<file path="src/rtl/spi_master_mc.sv">
// spi_master_mc: parametrised SPI master, NCS chip selects, CPOL/CPHA, LSB-first,
// CS hold across frames. Optional macro: SPI_MASTER_LOOPBACK_EN (mosi->sampler).
// Ports: wb_clk_i/wb_rst_i clock + async high reset; cfg_* latched on accept;
// tx_valid/tx_ready/tx_data frame in; rx_valid/rx_data frame out; busy;
// sck/csb/mosi/mosi_oeb/miso SPI pins.
module spi_master_mc #(
  parameter int DATA_W = 8,
  parameter int NCS    = 4,
  parameter int DIV_W  = 8,
  localparam int CSW   = (NCS > 1) ? $clog2(NCS) : 1
) (
  input  logic              wb_clk_i,
  input  logic              wb_rst_i,
  input  logic [DIV_W-1:0]  cfg_div,
  input  logic              cfg_cpol,
  input  logic              cfg_cpha,
  input  logic              cfg_lsb_first,
  input  logic [CSW-1:0]    cfg_cs_sel,
  input  logic              cfg_hold_cs,
  input  logic              cfg_loopback,
  input  logic              tx_valid,
  output logic              tx_ready,
  input  logic [DATA_W-1:0] tx_data,
  output logic              rx_valid,
  output logic [DATA_W-1:0] rx_data,
  output logic              busy,
  output logic              sck,
  output logic [NCS-1:0]    csb,
  output logic              mosi,
  output logic              mosi_oeb,
  input  logic              miso
);

  typedef enum logic [2:0] {
    IDLE, SETUP, XFER, GAP, HOLD
  } state_t;

  localparam int EW = $clog2(2 * DATA_W) + 1;
  localparam logic [EW-1:0] LAST = EW'(2 * DATA_W - 1);

  state_t            state;
  logic [DIV_W-1:0]  cnt;
  logic [DIV_W-1:0]  div_q;
  logic [EW-1:0]     edge_cnt;
  logic [DATA_W-1:0] tx_sh;
  logic [DATA_W-1:0] rx_sh;
  logic [DATA_W-1:0] rx_next;
  logic              cpol_q;
  logic              cpha_q;
  logic              lsb_q;
  logic              hold_q;
  logic [NCS-1:0]    cs_dec;
  logic              accept;
  logic              tick;
  logic              lead;
  logic              do_samp;
  logic              do_shift;
  logic              rx_bit;

`ifdef SPI_MASTER_LOOPBACK_EN
  logic loop_q;
  assign rx_bit = loop_q ? mosi : miso;
`else
  logic unused_loopback;
  assign unused_loopback = cfg_loopback;
  assign rx_bit = miso;
`endif

  function automatic logic bit_hd(
    input logic [DATA_W-1:0] d,
    input logic              lsb
  );
    return lsb ? d[0] : d[DATA_W-1];
  endfunction

  function automatic logic [DATA_W-1:0] sh1(
    input logic [DATA_W-1:0] d,
    input logic              lsb
  );
    return lsb ? (d >> 1) : (d << 1);
  endfunction

  assign accept = tx_valid && tx_ready;
  assign tick   = (cnt == '0);
  // even edge index = leading edge of the SCK pulse
  assign lead   = ~edge_cnt[0];

  assign do_samp = (state == XFER) && tick &&
                   (lead ^ cpha_q);
  // CPHA=0 already presented bit 0 in SETUP; skip the final trailing edge
  assign do_shift = (state == XFER) && tick &&
                    (cpha_q ? lead :
                     (!lead && edge_cnt != LAST));

  always_comb begin
    rx_next = rx_sh;
    if (do_samp) begin
      if (lsb_q)
        rx_next = {rx_bit, rx_sh[DATA_W-1:1]};
      else
        rx_next = {rx_sh[DATA_W-2:0], rx_bit};
    end
  end

  // out-of-range select decodes to no chip select
  always_comb begin
    cs_dec = '0;
    for (int i = 0; i < NCS; i++)
      cs_dec[i] = (cfg_cs_sel == CSW'(i));
  end

  always_ff @(posedge wb_clk_i or posedge wb_rst_i) begin
    if (wb_rst_i) begin
      state    <= IDLE;
      sck      <= 1'b0;
      csb      <= '1;
      mosi     <= 1'b0;
      mosi_oeb <= 1'b1;
      tx_ready <= 1'b0;
      rx_valid <= 1'b0;
      rx_data  <= '0;
      busy     <= 1'b0;
      cnt      <= '0;
      div_q    <= '0;
      edge_cnt <= '0;
      tx_sh    <= '0;
      rx_sh    <= '0;
      cpol_q   <= 1'b0;
      cpha_q   <= 1'b0;
      lsb_q    <= 1'b0;
      hold_q   <= 1'b0;
`ifdef SPI_MASTER_LOOPBACK_EN
      loop_q   <= 1'b0;
`endif
    end else begin
      rx_valid <= 1'b0;
      unique case (state)
        IDLE, HOLD: begin
          tx_ready <= 1'b1;
          if (state == IDLE)
            sck <= cfg_cpol;
          if (accept) begin
            state    <= SETUP;
            tx_ready <= 1'b0;
            busy     <= 1'b1;
            mosi_oeb <= 1'b0;
            sck      <= cfg_cpol;
            cnt      <= cfg_div;
            div_q    <= cfg_div;
            cpol_q   <= cfg_cpol;
            cpha_q   <= cfg_cpha;
            lsb_q    <= cfg_lsb_first;
            hold_q   <= cfg_hold_cs;
`ifdef SPI_MASTER_LOOPBACK_EN
            loop_q   <= cfg_loopback;
`endif
            edge_cnt <= '0;
            rx_sh    <= '0;
            // a held CS keeps the select of the first frame
            if (state == IDLE)
              csb <= ~cs_dec;
            if (cfg_cpha) begin
              tx_sh <= tx_data;
            end else begin
              mosi  <= bit_hd(tx_data, cfg_lsb_first);
              tx_sh <= sh1(tx_data, cfg_lsb_first);
            end
          end else if (state == HOLD && !cfg_hold_cs) begin
            state    <= IDLE;
            csb      <= '1;
            mosi_oeb <= 1'b1;
            busy     <= 1'b0;
          end
        end
        SETUP: begin
          if (tick) begin
            state <= XFER;
            cnt   <= div_q;
          end else begin
            cnt <= cnt - 1'b1;
          end
        end
        XFER: begin
          if (tick) begin
            cnt      <= div_q;
            sck      <= ~sck;
            edge_cnt <= edge_cnt + 1'b1;
            rx_sh    <= rx_next;
            if (do_shift) begin
              mosi  <= bit_hd(tx_sh, lsb_q);
              tx_sh <= sh1(tx_sh, lsb_q);
            end
            if (edge_cnt == LAST) begin
              state    <= GAP;
              rx_valid <= 1'b1;
              rx_data  <= rx_next;
            end
          end else begin
            cnt <= cnt - 1'b1;
          end
        end
        GAP: begin
          if (tick) begin
            tx_ready <= 1'b1;
            if (hold_q) begin
              state <= HOLD;
            end else begin
              state    <= IDLE;
              csb      <= '1;
              mosi_oeb <= 1'b1;
              busy     <= 1'b0;
            end
          end else begin
            cnt <= cnt - 1'b1;
          end
        end
        default: state <= IDLE;
      endcase
    end
  end

endmodule
</file>
<file path="config.mk">
export PLATFORM = sky130hd
export DESIGN_NAME = spi_master_mc
export DESIGN_NICKNAME = d
export VERILOG_FILES = /design/src/rtl/spi_master_mc.sv
export SDC_FILE = /design/constraint.sdc
export NUM_CORES = 1
export LEC_CHECK = 0
export BUFFER_PORTS_ARGS = -buffer_cell sky130_fd_sc_hd__clkbuf_2
export CAP_MARGIN = 20
export CORE_MARGIN = 4
export CORE_UTILIZATION = 30
export CTS_BUF_LIST = sky130_fd_sc_hd__clkbuf_16
export DETAILED_ROUTE_END_ITERATION = 6
export GPL_TIMING_DRIVEN = 0
export SYNTH_ARGS = -nofsm -noshare
export SYNTH_HDL_FRONTEND = slang
export SYNTH_SLANG_ARGS = --single-unit
</file>
<file path="constraint.sdc">
create_clock -name wb_clk_i -period 2.8 [get_ports wb_clk_i]
set_clock_uncertainty 0.1 [all_clocks]
set_input_delay 0.56 -clock wb_clk_i [delete_from_list [all_inputs] [get_ports wb_clk_i]]
set_output_delay 0.56 -clock wb_clk_i [all_outputs]
set_load 0.01 [all_outputs]
</file>
==> results.txt <==
Syn_nets - 419
IO Pins - 45
Vias after detailed routing - 3082
Place WS - -0.128 ns
Clock Latency Late Sink - 0.33 ns
Most common cell after layout, fill and taps aside - nand2_1
Clock Tree Buf Depth - 2
Worst slew pin tran - 0.651 ns
Yosys top cell by area - dfrtp_1
Port bufs - 41
Worst R2R Path Depth - 8
Netlist cell types - 68
Drt drc - 0
Largest cells by area after synthesis - dfrtp_1, nand2_1, mux2i_1, o21ai_0, dfstp_2
All-Layer GR Usage - 0.141
Routed vias/inst - 5.21
Cell area after synthesis - 3560 µm²
GP Congestion - 0.870
Sequential-to-total area share from yosys stat - 0.430
Area delta synth->final - 21.2%
Peak VDD IR - 0.000302 V
Syn Inst Count - 388
Die X - 117 µm
PD cells - 480 nW/µm²
Initial cell density of the core - 0.310
Slew HR - 0.566
Vias in the first global route - 3039
Critical path arrival - 2.74 ns
Yosys top cell area share - 0.393
Slew Viols, Final - 0
Die Ht - 117 µm
Maximum clock frequency - 0.382 GHz
Setup total negative slack - 0 ns
Yosys warns - 0
Max_cap viols - 0
EDFF count, synth - 0
Critical Path Source Type - flop
Number of DRC markers in iteration 0 - 206
Num CTS Buffers - 9
Total wire length - 8.96 mm
Lkg Pwr - 0.00189 µW
Register bit total from synthesis - 61
Htree depth - 3
CP Max Fanout - 8
Final period util - 0.935
Hold Vio Cnt, Final - 0
Layout cells sized above 1 - 0.227
Die Area - 13700 µm²
Minimum clock period - 2.62 ns
Worst setup margin - 0.181 ns
Commonest cells after routing, fill and taps aside - nand2_1, dfrtp_1, clkbuf_2, o21ai_0, mux2i_1
Final nets - 475
Clk pin slew, worst setup/hold paths - 0.06 ns
CP Class - reg2reg
HP Class - in2async
Total iterations of the first detailed-routing run - 4
Crit path capture type - flop
Ys flop type - dfrtp_1
# diodes - 0
Final setup fails - 0
# fillers - 1169
Syn avg cell area - 9.19 µm²
Cts hold-fix bufs - 0
Antenna-violating nets left - 0
GRT overflow - 0
Synth async-reset ratio - 1.00
Worst path required time - 2.92 ns
First-pass GRT wire length - 15.2 mm
Core Rows - 39
Core ar. - 11500 µm²
RSZ-0062 raised after global routing - false
CTS tree - done
Largest net degree at the start of global routing - 42
Root buffer cell - clkbuf_16
Status - completed
Dpl hpwl - 6.40 mm
Initial antenna violation count - 0
Wire per inst - 15.1 µm
# clock sinks - 61
cell usage after synthesis, drive strengths merged (5+ instances only):
library cell  count
buf              10
o21ai            33
nand3            10
inv              15
mux2             11
mux2i            27
nor2             24
clkbuf           17
a21oi            13
a22oi             6
nand2            73
dfstp             5
dfrtp            56
power by group:
group / total (µW) / internal, µW / switching [µW]
Clock: 1110 / 691 / 423
Combinational: 77.5 / 30.3 / 47.3
Sequential: 884 / 883 / 0.687
worst paths after layout:
path / from / end / slack [ns]
max in group asynchronous: wb_rst_i / mosi_oeb / 1.82
setup / recovery: edge_cnt[0] / tx_sh[0] / 0.18
setup reg to reg: edge_cnt[0] / tx_sh[0] / 0.18
hold / removal: wb_rst_i / rx_sh[3] / 0.13
hold reg to reg: div_q[2] / div_q[2] / 0.37
min in group wb_clk_i: cfg_div[5] / div_q[5] / 0.33
area by class of cell:
cell class	instances	area, µm²	area share
flip-flops and latches	61	1530	0.355
clock buffers	9	225	0.0521
plain buffers	26	121	0.0281
inverters	15	56.3	0.0130
well taps	143	179	0.0414
multi-input cells	285	1880	0.434
repair buffers	46	255	0.0591
clock inverters	7	76.3	0.0177
registers in the layout (all words and copies together), names as in the netlist:
| register | cells |
|---|---|
| mosi_oeb | 1 |
| mosi | 1 |
| edge_cnt | 5 |
| lsb_q | 1 |
| state | 3 |
| rx_valid | 1 |
| div_q | 8 |
| cnt | 8 |
| tx_sh | 8 |
| rx_sh | 8 |
| rx_data | 8 |
| tx_ready | 1 |
| cpha_q | 1 |
| sck | 1 |
| busy | 1 |
| hold_q | 1 |
| csb | 4 |
stage by stage:
stage / power [µW] / utilization / cell area, µm² / std cells / hold WS (ns)
after detailed placement: 979 / 0.345 / 3970 / 573 / 0.364
after global routing: 2170 / 0.375 / 4320 / 592 / 0.168
after global placement: 973 / 0.343 / 3950 / 572 / 0.359
final: 2080 / 0.375 / 4320 / 592 / 0.130
after floorplan: 939 / - / 3560 / 388 / 0.346
after CTS: 2110 / 0.373 / 4300 / 592 / 0.144
metal layers:
| layer | vias up | track usage | part of all wire |
|---|---|---|---|
| li1 | 1513 | - | - |
| met5 | - | 0 | 0 |
| met4 | 0 | 0.0398 | 0.0084 |
| met1 | 1496 | 0.190 | 0.49 |
| met3 | 8 | 0.0365 | 0.038 |
| met2 | 65 | 0.224 | 0.47 |
logic make-up after synthesis:
| logic type | Yosys count | share of synthesized area |
|---|---|---|
| and+or+nand+nor | 141 | 0.194 |
| adders and majority gates | 4 | 0.0140 |
| buffers and inverters | 42 | 0.0505 |
| muxes | 38 | 0.111 |
| AOI/OAI and AO/OA | 98 | 0.191 |
| xor gates and xnor gates | 4 | 0.00983 |
| DFF | 61 | 0.430 |
worst max-delay path, cell delays in order (launching register included):
cell and delay, ns:
dfrtp_1 0.45, ha_1 0.24, and3_1 0.19, ha_1 0.21
or3b_2 0.44, nand3_1 0.11, a21boi_0 0.19, buf_4 0.23
mux2_2 0.35
what timing repair did:
item,4_1_cts,5_1_grt
pin swaps,1,0
endpoints found under the setup margin,6,21
setup buffers,3,1
resized for setup,1,5
Note: power is estimated with default switching activity, not from simulation.
